### src/rtl/uart_rx_fifo.sv
// UART receiver with oversampled bit recovery, per-frame configuration latching
// and a first-word-fall-through receive FIFO tagging each byte with error flags.
module uart_rx_fifo #(
    parameter int OVERSAMPLE = 16,
    parameter int FIFO_DEPTH = 8,
    localparam int CNT_W     = $clog2(FIFO_DEPTH) + 1
) (
    input  logic             clk,
    input  logic             reset,
    input  logic             baud_tick,
    input  logic             serial_in,
    input  logic [1:0]       cfg_data_bits,
    input  logic             cfg_use_parity,
    input  logic             cfg_parity_odd,
    input  logic             cfg_two_stop,
    input  logic             rd_en,
    input  logic             clr_overrun,
    output logic [7:0]       rd_data,
    output logic             rd_parity_err,
    output logic             rd_frame_err,
    output logic             rx_empty,
    output logic             rx_full,
    output logic [CNT_W-1:0] rx_count,
    output logic             overrun,
    output logic             receiving
);

    localparam int TW = $clog2(OVERSAMPLE);
    localparam int AW = $clog2(FIFO_DEPTH);
    localparam logic [TW-1:0] SAMPLE_PT = TW'(OVERSAMPLE / 2 - 1);
    localparam logic [TW-1:0] TICK_LAST = TW'(OVERSAMPLE - 1);

    typedef enum logic [2:0] {IDLE, START, DATA, PARITY, STOP} state_t;

    state_t          state_reg, state_next;
    logic [1:0]      sync_reg;
    logic            line;
    logic            line_prev_reg;
    logic [TW-1:0]   tick_cnt_reg;
    logic [2:0]      bit_idx_reg;
    logic            stop_idx_reg;
    logic [7:0]      data_reg;
    logic            perr_reg;
    logic            ferr_reg;
    logic [1:0]      cfg_bits_reg;
    logic            cfg_par_reg;
    logic            cfg_odd_reg;
    logic            cfg_two_reg;
    logic            sample_pt;
    logic [2:0]      last_idx;
    logic            start_frame;
    logic            push_frame;

    logic [9:0]      mem [FIFO_DEPTH];
    logic [AW-1:0]   wr_ptr_reg;
    logic [AW-1:0]   rd_ptr_reg;
    logic [CNT_W-1:0] count_reg;
    logic            overrun_reg;
    logic            do_pop;
    logic            do_push;
    logic            fifo_full;

    // Two-flop synchroniser for the raw RX pin; idles high out of reset.
    generate
        for (genvar gi = 0; gi < 2; gi++) begin : g_sync
            if (gi == 0) begin : g_first
                always_ff @(posedge clk or posedge reset)
                    if (reset) sync_reg[gi] <= 1'b1;
                    else       sync_reg[gi] <= serial_in;
            end else begin : g_rest
                always_ff @(posedge clk or posedge reset)
                    if (reset) sync_reg[gi] <= 1'b1;
                    else       sync_reg[gi] <= sync_reg[gi-1];
            end
        end
    endgenerate

    assign line      = sync_reg[1];
    assign sample_pt = baud_tick && (tick_cnt_reg == SAMPLE_PT);
    // Index of the final data bit: 00 -> 8 bits (7), 11 -> 5 bits (4).
    assign last_idx  = 3'd7 - {1'b0, cfg_bits_reg};

    // FSM state register.
    always_ff @(posedge clk or posedge reset)
        if (reset) state_reg <= IDLE;
        else       state_reg <= state_next;

    // FSM next-state logic; only baud_tick cycles can move the machine.
    always_comb begin
        state_next = state_reg;
        case (state_reg)
            IDLE:   if (baud_tick && line_prev_reg && !line) state_next = START;
            START:  if (sample_pt) state_next = line ? IDLE : DATA;
            DATA:   if (sample_pt && bit_idx_reg == last_idx)
                        state_next = cfg_par_reg ? PARITY : STOP;
            PARITY: if (sample_pt) state_next = STOP;
            STOP:   if (sample_pt && (!cfg_two_reg || stop_idx_reg)) state_next = IDLE;
            default: state_next = IDLE;
        endcase
    end

    // FSM outputs: frame start strobe and push strobe at the last stop sample.
    always_comb begin
        start_frame = (state_reg == IDLE) && (state_next == START);
        push_frame  = (state_reg == STOP) && sample_pt && (!cfg_two_reg || stop_idx_reg);
        receiving   = (state_reg != IDLE);
    end

    // Bit-recovery datapath: tick phase, data assembly, error accumulation, config latch.
    always_ff @(posedge clk or posedge reset) begin
        if (reset) begin
            line_prev_reg <= 1'b1;
            tick_cnt_reg  <= '0;
            bit_idx_reg   <= '0;
            stop_idx_reg  <= 1'b0;
            data_reg      <= '0;
            perr_reg      <= 1'b0;
            ferr_reg      <= 1'b0;
            cfg_bits_reg  <= '0;
            cfg_par_reg   <= 1'b0;
            cfg_odd_reg   <= 1'b0;
            cfg_two_reg   <= 1'b0;
        end else if (baud_tick) begin
            line_prev_reg <= line;
            if (start_frame) begin
                tick_cnt_reg <= '0;
                bit_idx_reg  <= '0;
                stop_idx_reg <= 1'b0;
                data_reg     <= '0;
                perr_reg     <= 1'b0;
                ferr_reg     <= 1'b0;
                cfg_bits_reg <= cfg_data_bits;
                cfg_par_reg  <= cfg_use_parity;
                cfg_odd_reg  <= cfg_parity_odd;
                cfg_two_reg  <= cfg_two_stop;
            end else begin
                tick_cnt_reg <= (tick_cnt_reg == TICK_LAST) ? '0 : tick_cnt_reg + 1'b1;
                if (sample_pt) begin
                    case (state_reg)
                        DATA: begin
                            data_reg[bit_idx_reg] <= line;
                            bit_idx_reg           <= bit_idx_reg + 1'b1;
                        end
                        PARITY: perr_reg <= ((^data_reg) ^ line) != cfg_odd_reg;
                        STOP: begin
                            ferr_reg     <= ferr_reg | ~line;
                            stop_idx_reg <= 1'b1;
                        end
                        default: ;
                    endcase
                end
            end
        end
    end

    assign fifo_full = (count_reg == CNT_W'(FIFO_DEPTH));
    assign do_pop    = rd_en && (count_reg != '0);
    // A full FIFO still accepts a push when the head is popped in the same cycle.
    assign do_push   = push_frame && (!fifo_full || do_pop);

    // FIFO storage; the current stop sample is folded into the stored frame error.
    always_ff @(posedge clk)
        if (do_push) mem[wr_ptr_reg] <= {data_reg, perr_reg, ferr_reg | ~line};

    // FIFO pointers, occupancy and sticky overrun (set beats clear).
    always_ff @(posedge clk or posedge reset) begin
        if (reset) begin
            wr_ptr_reg  <= '0;
            rd_ptr_reg  <= '0;
            count_reg   <= '0;
            overrun_reg <= 1'b0;
        end else begin
            if (do_push) wr_ptr_reg <= wr_ptr_reg + 1'b1;
            if (do_pop)  rd_ptr_reg <= rd_ptr_reg + 1'b1;
            if (do_push && !do_pop)      count_reg <= count_reg + 1'b1;
            else if (do_pop && !do_push) count_reg <= count_reg - 1'b1;
            if (push_frame && !do_push) overrun_reg <= 1'b1;
            else if (clr_overrun)       overrun_reg <= 1'b0;
        end
    end

    // Head entry is forced to zero while empty so outputs are defined after reset.
    always_comb begin
        rx_empty      = (count_reg == '0);
        rx_full       = fifo_full;
        rx_count      = count_reg;
        overrun       = overrun_reg;
        rd_data       = rx_empty ? 8'h00 : mem[rd_ptr_reg][9:2];
        rd_parity_err = rx_empty ? 1'b0  : mem[rd_ptr_reg][1];
        rd_frame_err  = rx_empty ? 1'b0  : mem[rd_ptr_reg][0];
    end

endmodule

### config.mk
export PLATFORM = sky130hd
export DESIGN_NAME = uart_rx_fifo
export DESIGN_NICKNAME = d
export VERILOG_FILES = /design/src/rtl/uart_rx_fifo.sv
export SDC_FILE = /design/constraint.sdc
export NUM_CORES = 1
export LEC_CHECK = 0
export CAP_MARGIN = 20
export CORE_ASPECT_RATIO = 0.9
export CORE_MARGIN = 2
export CORE_UTILIZATION = 50
export CTS_BUF_LIST = sky130_fd_sc_hd__clkbuf_8
export DETAILED_ROUTE_END_ITERATION = 10
export PLACE_DENSITY = 0.69
export SLEW_MARGIN = 0
export SYNTH_ARGS = -nofsm -noshare
export SYNTH_HDL_FRONTEND = slang
export SYNTH_SLANG_ARGS = --single-unit
### constraint.sdc
create_clock -name clk -period 3.15 [get_ports clk]
set_input_delay 0.63 -clock clk [delete_from_list [all_inputs] [get_ports clk]]
set_output_delay 0.63 -clock clk [all_outputs]
set_load 0.005 [all_outputs]
==> metrics.md, run 1 <==
| Metric | Value |
|---|---|
| GRT Total Usage | `17.80%` |
| Crit Path Max Fanout | `22` |
| Area occupied by multi-input gates | `1610 um^2` |
| Worst skew pair latency | `0.42 ns` |
| Number of global-route vias before repair | `2814` |
| Final hold vios | `0` |
| Die Wd | `110.7 um` |
| Compound-gate portion of the synthesized area | `4.764%` |
| Tightest Pin Transition | `0.7149 ns` |
| H-tree depth | `4` |
| Maxcap violations | `0` |
| Most common cell after layout, fill and taps aside | `edfxtp_1` |
| RSZ-0062 raised after global routing | `no` |
| Reg-to-reg critical path startpoint | `tick_cnt_reg[0]$_DFFE_PP0P_` |
| P_leak | `2.327 nW` |
| Largest net degree at the start of global routing | `41` |
| Worst Setup SP | `rd_ptr_reg[0]$_DFFE_PP0P_` |
| GP Congestion | `0.7410` |
| Crit-path max cell delay | `0.51 ns` |
| Total Power | `0.004746 W` |
| Post-route cell area | `6085 um^2` |
| First-pass GRT wire length | `14690 um` |
| Crit path cell chain | `buf_12, mux4_2, mux2i_1, nor2_1, clkdlybuf4s50_1` |
| CP arrival | `2.25 ns` |
| Layout net count | `400` |
| Post-CTS setup buffer count | `0` |
| Cts bufs inserted | `17` |
| Post-synth top flop | `edfxtp_1` |
| # diodes | `0` |
| Mapped cell area | `5121 um^2` |
| Max Clock Freq | `0.3474 GHz` |
| Port bufs | `28` |
| Post-synth ARST share | `33.33%` |
| Post-Synth XOR/XNOR Area | `3.591%` |
| Largest register FFs | `80` |
| Total core area | `10120 um^2` |
| FF/Latch Area | `3407 um^2` |
| Layout area overhead | `18.81%` |
| Status | `finished clean` |
| 1st-pass router iterations | `4` |
| Ports | `29` |
| Post-synth EDFFs | `80` |
| Die Ht | `100.0 um` |
| CP Class | `reg2out` |
| Fill count | `776` |
| Slew Viols, Final | `0` |
| # resized after CTS | `0` |
| CTS tree | `built` |
| Tmin final | `2.879 ns` |
| Initial Util | `50.62%` |
| Routed Antenna Nets | `0` |
| DRC Markers | `0` |
| Dpl cell area | `5637 um^2` |
| Total die area | `11070 um^2` |
| Startpoint Class | `flip-flop` |
| VDD IR-drop max | `0.4350 mV` |
| Reg clk slew, reported paths | `0.08 ns` |
| Part of the cycle the worst path needs | `91.39%` |
| Syn avg cell area | `15.52 um^2` |
| Mapped Cells | `330` |
| Seq cells post-synth | `120` |
| Hold Path Class | `reg2reg` |
| Initial antenna violation count | `0` |
| Largest family of logic cells by synthesized area | `multiplexers` |
| Sum Neg Setup Slack | `0 ns` |
| Syn nets | `349` |
| Yosys warnings | `0` |
| Slowest-stage cell, CP | `mux4_2` |
| Layout cells sized above 1 | `21.57%` |
| CP required | `2.52 ns` |
| Clock root buffer | `clkbuf_8` |
| Reg2reg setup slack | `0.50 ns` |
| 1st-iter DRT viols | `126` |
| Via/cell ratio | `5.447` |
| Num Clock Sinks | `120` |
| Critical Path End Type | `output pin` |
| Overall routed net length | `9084 um` |
| Commonest non-fill, non-tap cells in the layout | `edfxtp_1 (80), dfrtp_1 (37), nand2_1 (32)` |
| Core Rows | `35` |
| Maximum clock path buffer count | `2` |
| Count of cell types in the netlist | `49` |
| Hold Buf Count CTS | `0` |
| Post-synthesis simple-gate area fraction | `8.820%` |
| Routed length per instance | `17.37 um` |
| Final Setup Violations | `0` |
| Mux contribution to synthesized area | `12.04%` |
| Adder-Cell Fraction of Synth Area | `2.101%` |
| Register area share after synthesis | `66.53%` |
| Pwr per Cell Area | `779.9 nW/um^2` |
| Worst slew margin | `52.34%` |
| GRT overflow | `0` |
| Clock Skews | `0.01441 ns` |
| Min-delay src | `sync_reg[0]$_DFF_PP1_` |
| Vias | `2849` |
| Half-perimeter wire length after placement | `5895 um` |
| Layout Utilization | `60.15%` |
## synthesized netlist by cell type, types with 3 or more instances
master	n	share of area [%]
buf_6	3	0.66
ha_1	7	1.7
xnor2_1	16	2.7
o41ai_1	4	0.68
dfstp_2	3	1.5
mux4_2	20	8.8
nor3_1	4	0.39
nand3_1	3	0.29
buf_2	3	0.29
o311ai_1	4	0.68
inv_1	7	0.51
nand2b_1	7	0.86
dfrtp_1	37	18
nand2_1	32	2.3
o21ai_0	4	0.39
mux2_2	5	1.1
edfxtp_1	80	47
nor2_1	22	1.6
xor2_1	5	0.86
clkbuf_1	6	0.44
mux2i_1	11	2.2
o211ai_1	3	0.44
o31ai_1	4	0.59
a21oi_1	6	0.59
## where the power goes
part	total, W	switching [W]	internal [W]
Clock	0.00154	0.000653	0.000884
Sequential	0.00202	0.000205	0.00182
Combinational	0.00118	0.000485	0.000699
## worst max-delay path: cells and delay by family, from the launching register on
family / cells / cell delay [ns]
muxes: 2 / 0.71
buffers and inverters: 2 / 0.67
DFF: 1 / 0.38
and+or+nand+nor: 1 / 0.06
## metal layers
layer,track usage (%),up-vias,share of wire [%]
met3,5.495,2,5.9
met5,0,-,0
met4,4.904,0,0.25
li1,-,1360,-
met1,22.13,1423,42
met2,30.72,64,52
## kinds of logic after synthesis
family | Yosys count
and+or+nand+nor | 88
muxes | 36
xor gates and xnor gates | 21
AOI/OAI and AO/OA | 35
adders and majority gates | 8
buffers and inverters | 22
DFF | 120
## final timing paths
path | endpoint | cells past startpoint
min reg2reg | line$_DFF_PP1_ | 0
max reg2reg | rx_count[3]$_DFFE_PP0P_ | 13
max in group asynchronous | line_prev_reg$_DFFE_PP1P_ | 3
min | line$_DFF_PP1_ | 0
max | rd_data[7] | 5
min in group asynchronous | rd_ptr_reg[2]$_DFFE_PP0P_ | 3
## area by class of cell
| cell class | count | area share (%) |
|---|---|---|
| sequential | 120 | 55.99 |
| multi-input combinational | 188 | 26.47 |
| timing repair buffer | 46 | 7.033 |
| clock buffer | 17 | 3.845 |
| clock inverter | 15 | 3.516 |
| tap | 129 | 2.653 |
| inverter | 8 | 0.4935 |
## metrics by stage
| step | setup WS [ns] | std cells | hold WS [ns] |
|---|---|---|---|
| global route | 0.1237 | 523 | 0.3674 |
| detailed placement | 0.06987 | 491 | 0.3473 |
| floorplan | 0.4009 | 330 | 0.3452 |
| global placement | 0.09073 | 491 | 0.3477 |
| CTS | 0.2176 | 523 | 0.3588 |
| finish | 0.2713 | 523 | 0.3579 |
Power figures use the tool's default switching activity.
==> inputs of run 2 (changes only) <==
--- a/config.mk
+++ b/config.mk
@@ -11,8 +11,7 @@
 export CORE_UTILIZATION = 50
 export CTS_BUF_LIST = sky130_fd_sc_hd__clkbuf_8
 export DETAILED_ROUTE_END_ITERATION = 10
-export PLACE_DENSITY = 0.69
-export SLEW_MARGIN = 0
+export PLACE_DENSITY = 0.71
 export SYNTH_ARGS = -nofsm -noshare
 export SYNTH_HDL_FRONTEND = slang
 export SYNTH_SLANG_ARGS = --single-unit
==> run 2 against run 1 <==
  * Total power fell by 0.30%
  * Via count fell by 0.14%
  * Count of clock-buffer cells in the layout did not move
  * Maximum frequency rose by 1.2%
  * Highest routed layer unchanged
  * Routed wire length fell by 2.3%
  * Clock power barely moved
  * Sequential share of layout area fell by 0.14 points
  * Register-to-register slack got worse by 0.03 ns
  * Setup slack improved by 0.034 ns
==> metrics.md, run 2 (same netlist as run 1, synthesis figures left out) <==
| Metric | Value |
|---|---|
| Ports | `29 (unchanged)` |
| Reg-to-reg critical path startpoint | `tick_cnt_reg[1]$_DFFE_PP0P_` |
| Hold Path Class | `reg2reg` |
| Crit Path Max Fanout | `22 (unchanged)` |
| Post-CTS setup buffer count | `0 (unchanged)` |
| VDD IR-drop max | `0.5034 mV (+16%)` |
| Sequential cell fraction of total power | `42.6% (about the same)` |
| Largest net degree at the start of global routing | `41 (unchanged)` |
| Crit path depth | `5 (unchanged)` |
| Final hold slack | `0.3599 ns (+0.001978 ns)` |
| P_leak | `2.337 nW (+0.40%)` |
| 1st-iter DRT viols | `115 (-8.7%)` |
| Cell Count, Final, Fillers Out | `525 (+0.38%)` |
| Layout net count | `402 (+0.50%)` |
| Placed Cells | `493 (+0.41%)` |
| CP arrival | `2.21 ns (-0.04 ns)` |
| Initial Util | `50.62% (unchanged)` |
| Die Ht | `100.0 um (unchanged)` |
| Kind of cell adding the most delay to the critical path | `multiplexers` |
| Routed Antenna Nets | `0 (unchanged)` |
| Pint | `0.003406 W (+0.11%)` |
| Cts bufs inserted | `17 (unchanged)` |
| Sw Pwr | `0.001325 W (-1.3%)` |
| Total Power | `0.004732 W (-0.30%)` |
| Final hold vios | `0 (unchanged)` |
| Num Clock Sinks | `120 (unchanged)` |
| Layout area overhead | `19.11%` |
| First-pass GRT wire length | `14920 um (+1.6%)` |
| Overall routed net length | `8872 um (-2.3%)` |
| GP Congestion | `0.7732 (+4.3%)` |
| Half-perimeter wire length after placement | `5869 um (-0.45%)` |
| Maximum clock path buffer count | `2 (unchanged)` |
| Min-delay src | `sync_reg[0]$_DFF_PP1_` |
| Port bufs | `28 (unchanged)` |
| Slowest-stage cell, CP | `mux4_2` |
| Sum Neg Setup Slack | `0 ns (unchanged)` |
| Crit-path max cell delay | `0.52 ns (about the same)` |
| GRT Total Usage | `17.52% (-0.27 points)` |
| Commonest non-fill, non-tap cells in the layout | `edfxtp_1 (80), dfrtp_1 (37), nand2_1 (32)` |
| Largest register FFs | `80 (unchanged)` |
| Reg2Reg Depth | `13 (unchanged)` |
| Tightest Pin Transition | `0.6741 ns (-0.04083 ns)` |
| Vias | `2845 (-0.14%)` |
| RSZ-0062 raised after global routing | `no` |
| 1st-pass router iterations | `7 (+3)` |
| Layout cells sized above 1 | `22.22% (+0.65 points)` |
| Post-route cell area | `6100 um^2 (+0.25%)` |
| Hold Buf Count CTS | `0 (unchanged)` |
| Via/cell ratio | `5.419 (-0.52%)` |
| CP required | `2.52 ns (about the same)` |
| Most common cell after layout, fill and taps aside | `edfxtp_1` |
| Worst path bufs/invs | `2 (unchanged)` |
| Reg clk slew, reported paths | `0.08 ns (about the same)` |
| Sw frac | `28.01% (-0.29 points)` |
| Final Setup Violations | `0 (unchanged)` |
| Clock group share of total power | `32.4% (about the same)` |
| Worst Setup SP | `rd_ptr_reg[0]$_DFFE_PP0P_` |
| Clock Skews | `0.01223 ns (-0.002178 ns)` |
| # diodes | `0 (unchanged)` |
| Number of global-route vias before repair | `2887 (+2.6%)` |
| Crit path cell chain | `buf_12, mux4_2, mux2i_1, nor2_1, clkdlybuf4s50_1` |
| Routed length per instance | `16.90 um (-2.7%)` |
| Slew Viols, Final | `0 (unchanged)` |
| CTS tree | `built` |
| Initial antenna violation count | `0 (unchanged)` |
| Pwr per Cell Area | `775.7 nW/um^2 (-0.54%)` |
| Total core area | `10120 um^2 (unchanged)` |
| Worst slew margin | `55.06% (+2.7 points)` |
| Maxcap violations | `0 (unchanged)` |
| Hold Crit Depth | `0 (unchanged)` |
| DRC Markers | `0 (unchanged)` |
| Dpl cell area | `5652 um^2 (+0.27%)` |
| Critical Path End Type | `output pin` |
| CP Class | `reg2out` |
| Fill count | `767 (-1.2%)` |
| Tmin final | `2.844 ns (-0.03434 ns)` |
| Part of the cycle the worst path needs | `90.30% (-1.1 points)` |
| Startpoint Class | `flip-flop` |
| Core Rows | `35 (unchanged)` |
| # resized after CTS | `0 (unchanged)` |
| Max Clock Freq | `0.3516 GHz (+1.2%)` |
| Die Wd | `110.7 um (unchanged)` |
| Clock root buffer | `clkbuf_8` |
| Total die area | `11070 um^2 (unchanged)` |
| Comb pwr share | `25.0% (about the same)` |
| H-tree depth | `4 (unchanged)` |
| Status | `finished clean` |
| GRT overflow | `0 (unchanged)` |
| Worst skew pair latency | `0.41 ns (about the same)` |
[run 2: cell count changes in the layout (fill, tap and decap cells not counted), sizes merged]
cell    before  now
buf         18   20
inv         15   14
clkinv       2    3
[run 2: area by class of cell]
| cell class | count | area (um^2) | area share (%) |
|---|---|---|---|
| Clock buffer | 17 | 234.0 | 3.836 |
| Inverter | 8 | 30.03 | 0.4923 |
| Tap cell | 129 | 161.4 | 2.646 |
| Clock inverter | 15 | 214.0 | 3.508 |
| Timing Repair Buffer | 48 | 442.9 | 7.262 |
| Sequential cell | 120 | 3407 | 55.86 |
| Multi-Input combinational cell | 188 | 1610 | 26.40 |
[run 2: worst paths after layout]
kind / slack (ns) / end
max reg2reg: 0.47 / rx_count[3]$_DFFE_PP0P_
min in group asynchronous: 0.65 / cfg_two_reg$_DFFE_PP0P_
max in group asynchronous: 2.14 / sync_reg[0]$_DFF_PP1_
max: 0.31 / rd_data[0]
min reg2reg: 0.36 / line$_DFF_PP1_
min: 0.36 / line$_DFF_PP1_
[run 2: stage by stage]
| step | setup slack (ns) | util [%] |
|---|---|---|
| 3_5_place_dp | 0.03398 | 55.87 |
| 5_1_grt | 0.1550 | 60.30 |
| 3_3_place_gp | 0.1070 | 55.87 |
| 4_1_cts | 0.2411 | 60.30 |
| 2_1_floorplan | 0.4009 | - |
| 6_report | 0.3056 | 60.30 |
[run 2: power by group through the flow]
stage	Clock (W)	Combinational, W	Sequential [W]
detailed placement	0	0.00120	0.00205
finish	0.00153	0.00118	0.00202
CTS	0.00156	0.00121	0.00202
global route	0.00164	0.00130	0.00205
floorplan	0	0.000813	0.00197
global placement	0	0.00119	0.00204
[run 2: layer usage]
layer  vias to the layer above  wire (um)  global-route usage, %
met4                         0         73                  6.346
met5                         -          0                      0
met3                         8        270                  3.442
met1                      1433       4050                  23.45
met2                        42       4478                  29.16
li1                       1362          -                      -
[run 2: worst register-to-register path, stage by stage (launching register included)]
cell and delay, ns:
dfrtp_1 0.40, ha_1 0.25, and4b_1 0.24, and3_1 0.21, nand3_1 0.11, inv_2 0.10
ha_1 0.19, inv_1 0.09, ha_1 0.28, a21o_1 0.17, a21oi_1 0.17, xnor2_1 0.14
nor2_1 0.07, xor2_1 0.14
==> inputs of run 3 (changes only) <==
--- a/config.mk
+++ b/config.mk
@@ -9,7 +9,6 @@
 export CORE_ASPECT_RATIO = 0.9
 export CORE_MARGIN = 2
 export CORE_UTILIZATION = 50
-export CTS_BUF_LIST = sky130_fd_sc_hd__clkbuf_8
 export DETAILED_ROUTE_END_ITERATION = 10
 export PLACE_DENSITY = 0.71
 export SYNTH_ARGS = -nofsm -noshare
==> run 3 against run 2 <==
  * Via count grew 0.35%
  * Cell count is the same
  * Flip-flop and latch count is the same
  * Combinational power is essentially flat
  * Routed wire length grew 2.8%
  * Clock power grew 35%
  * Die area is the same
  * Maximum frequency shrank 1.6%
  * Critical endpoint unchanged
==> metrics.md, run 3 (same netlist as run 1, synthesis figures left out) <==
| Metric | Value |
|---|---|
| Status | `finished clean` |
| # resized after CTS | `0 (unchanged)` |
| Final setup margin | `0.2599 ns (-0.04576 ns)` |
| FF/Latch Area | `3407 um^2 (unchanged)` |
| 1st-pass router iterations | `4 (-3)` |
| Routed length per instance | `17.37 um (+2.8%)` |
| Sum Neg Setup Slack | `0 ns (unchanged)` |
| Number of global-route vias before repair | `2908 (+0.73%)` |
| GRT Total Usage | `18.12% (+0.60 points)` |
| Maxcap violations | `0 (unchanged)` |
| Core Rows | `35 (unchanged)` |
| Sequential cell fraction of total power | `38.4% (-4.2 points)` |
| Part of the cycle the worst path needs | `91.75% (+1.5 points)` |
| Clock Skews | `0.007220 ns (-0.005010 ns)` |
| Pwr per Cell Area | `837.8 nW/um^2 (+8.0%)` |
| Sw Pwr | `0.001402 W (+5.8%)` |
| Reg2reg setup slack | `0.48 ns (about the same)` |
| Startpoint Class | `flip-flop` |
| Total die area | `11070 um^2 (unchanged)` |
| Layout net count | `402 (unchanged)` |
| Clock group share of total power | `39.0% (+6.6 points)` |
| Initial Util | `50.62% (unchanged)` |
| Slowest-stage cell, CP | `mux4_2` |
| CP arrival | `2.26 ns (+0.05 ns)` |
| Via/cell ratio | `5.438 (+0.35%)` |
| Vias | `2855 (+0.35%)` |
| Die Wd | `110.7 um (unchanged)` |
| Total Power | `0.005271 W (+11%)` |
| GP Congestion | `0.7732 (unchanged)` |
| Crit Path Max Fanout | `22 (unchanged)` |
| Pre-CTS WS | `0.03398 ns (unchanged)` |
| Layout Utilization | `62.19% (+1.9 points)` |
| Tightest Pin Transition | `0.6699 ns (-0.004149 ns)` |
| First-pass GRT wire length | `15320 um (+2.6%)` |
| Hold Path Class | `reg2reg` |
| P_leak | `2.424 nW (+3.7%)` |
| Sw frac | `26.59% (-1.4 points)` |
| Overall routed net length | `9118 um (+2.8%)` |
| Half-perimeter wire length after placement | `5869 um (unchanged)` |
| Crit-path max cell delay | `0.54 ns (+0.02 ns)` |
| Clock root buffer | `clkbuf_16` |
| Dpl cell area | `5652 um^2 (unchanged)` |
| Tmin final | `2.890 ns (+0.04576 ns)` |
| Post-route cell area | `6291 um^2 (+3.1%)` |
| Worst slew margin | `55.34% (+0.28 points)` |
| Final Setup Violations | `0 (unchanged)` |
| Num Clock Sinks | `120 (unchanged)` |
| DRC Markers | `0 (unchanged)` |
| Commonest non-fill, non-tap cells in the layout | `edfxtp_1 (80), dfrtp_1 (37), nand2_1 (32)` |
| Ports | `29 (unchanged)` |
| Initial antenna violation count | `0 (unchanged)` |
| Layout area overhead | `22.84%` |
| Slew Viols, Final | `0 (unchanged)` |
| Fill count | `719 (-6.3%)` |
| Comb pwr share | `22.6% (-2.4 points)` |
| VDD IR-drop max | `0.5067 mV (+0.67%)` |
| RSZ-0062 raised after global routing | `no` |
| CP Class | `reg2out` |
| Hold Buf Count CTS | `0 (unchanged)` |
| Maximum clock path buffer count | `2 (unchanged)` |
| Post-CTS setup buffer count | `0 (unchanged)` |
| Routed Antenna Nets | `0 (unchanged)` |
| Most common cell after layout, fill and taps aside | `edfxtp_1` |
| CTS tree | `built` |
| Critical Path End Type | `output pin` |
| # diodes | `0 (unchanged)` |
| Cts bufs inserted | `17 (unchanged)` |
| Die Ht | `100.0 um (unchanged)` |
| Pint | `0.003869 W (+14%)` |
| Largest net degree at the start of global routing | `41 (unchanged)` |
| Crit path cell chain | `buf_12, mux4_2, mux2i_1, nor2_1, clkdlybuf4s50_1` |
| GRT overflow | `0 (unchanged)` |
| Max Clock Freq | `0.3460 GHz (-1.6%)` |
| Worst skew pair latency | `0.40 ns (about the same)` |
| Final hold vios | `0 (unchanged)` |
| H-tree depth | `4 (unchanged)` |
| CP required | `2.52 ns (about the same)` |
| Total core area | `10120 um^2 (unchanged)` |
| 1st-iter DRT viols | `161 (+40%)` |
| Layout cells sized above 1 | `22.22% (unchanged)` |
| Area occupied by multi-input gates | `1610 um^2 (unchanged)` |
| Reg clk slew, reported paths | `0.06 ns (-0.02 ns)` |
| Largest register FFs | `80 (unchanged)` |
| Port bufs | `28 (unchanged)` |
-- run 3: cell count changes in the layout (fill, tap and decap cells not counted) --
| cell | before | now |
|---|---|---|
| clkbuf_8 | 17 | 0 |
| clkbuf_16 | 0 | 17 |
-- run 3: final cells by class --
type	count	share of cell area (%)
inverter	8	0.4773
clock inverter	15	3.401
tap	129	2.566
multi-input combinational	188	25.60
clock buffer	17	6.762
sequential	120	54.16
timing repair buffer	48	7.041
-- run 3: metal layers --
layer	vias up	global-route usage [%]	wire (um)
met5	-	0	0
met4	0	6.923	102
met3	10	3.986	330
met2	47	29.73	4519
met1	1432	24.16	4165
li1	1366	-	-
-- run 3: power groups by stage --
stage	registers, W	logic (W)	clock network, W
after global routing	0.00205	0.00131	0.00217
after CTS	0.00202	0.00122	0.00209
final	0.00202	0.00119	0.00206
after global placement	0.00204	0.00119	0
after detailed placement	0.00205	0.00120	0
after floorplan	0.00197	0.000813	0
-- run 3: final timing paths --
check | startpoint | endpoint | cells past startpoint
hold / removal | sync_reg[0]$_DFF_PP1_ | line$_DFF_PP1_ | 0
setup / recovery | rd_ptr_reg[0]$_DFFE_PP0P_ | rd_data[0] | 5
setup reg to reg | tick_cnt_reg[1]$_DFFE_PP0P_ | rx_count[3]$_DFFE_PP0P_ | 13
hold reg to reg | sync_reg[0]$_DFF_PP1_ | line$_DFF_PP1_ | 0
max in group asynchronous | reset | line$_DFF_PP1_ | 3
min in group asynchronous | reset | overrun$_DFFE_PP0P_ | 3
-- run 3: through the flow --
stage          instances  hold WS [ns]
2_1_floorplan        330        0.3452
3_3_place_gp         493        0.3457
3_5_place_dp         493        0.3481
4_1_cts              525        0.3601
5_1_grt              525        0.3623
6_report             525        0.3567
-- run 3: critical path: cells and delay by family, from the launching register on --
kind / cells / cell delay (ns)
flops: 1 / 0.37
buf+inv: 2 / 0.67
simple gates: 1 / 0.06
mux: 2 / 0.77
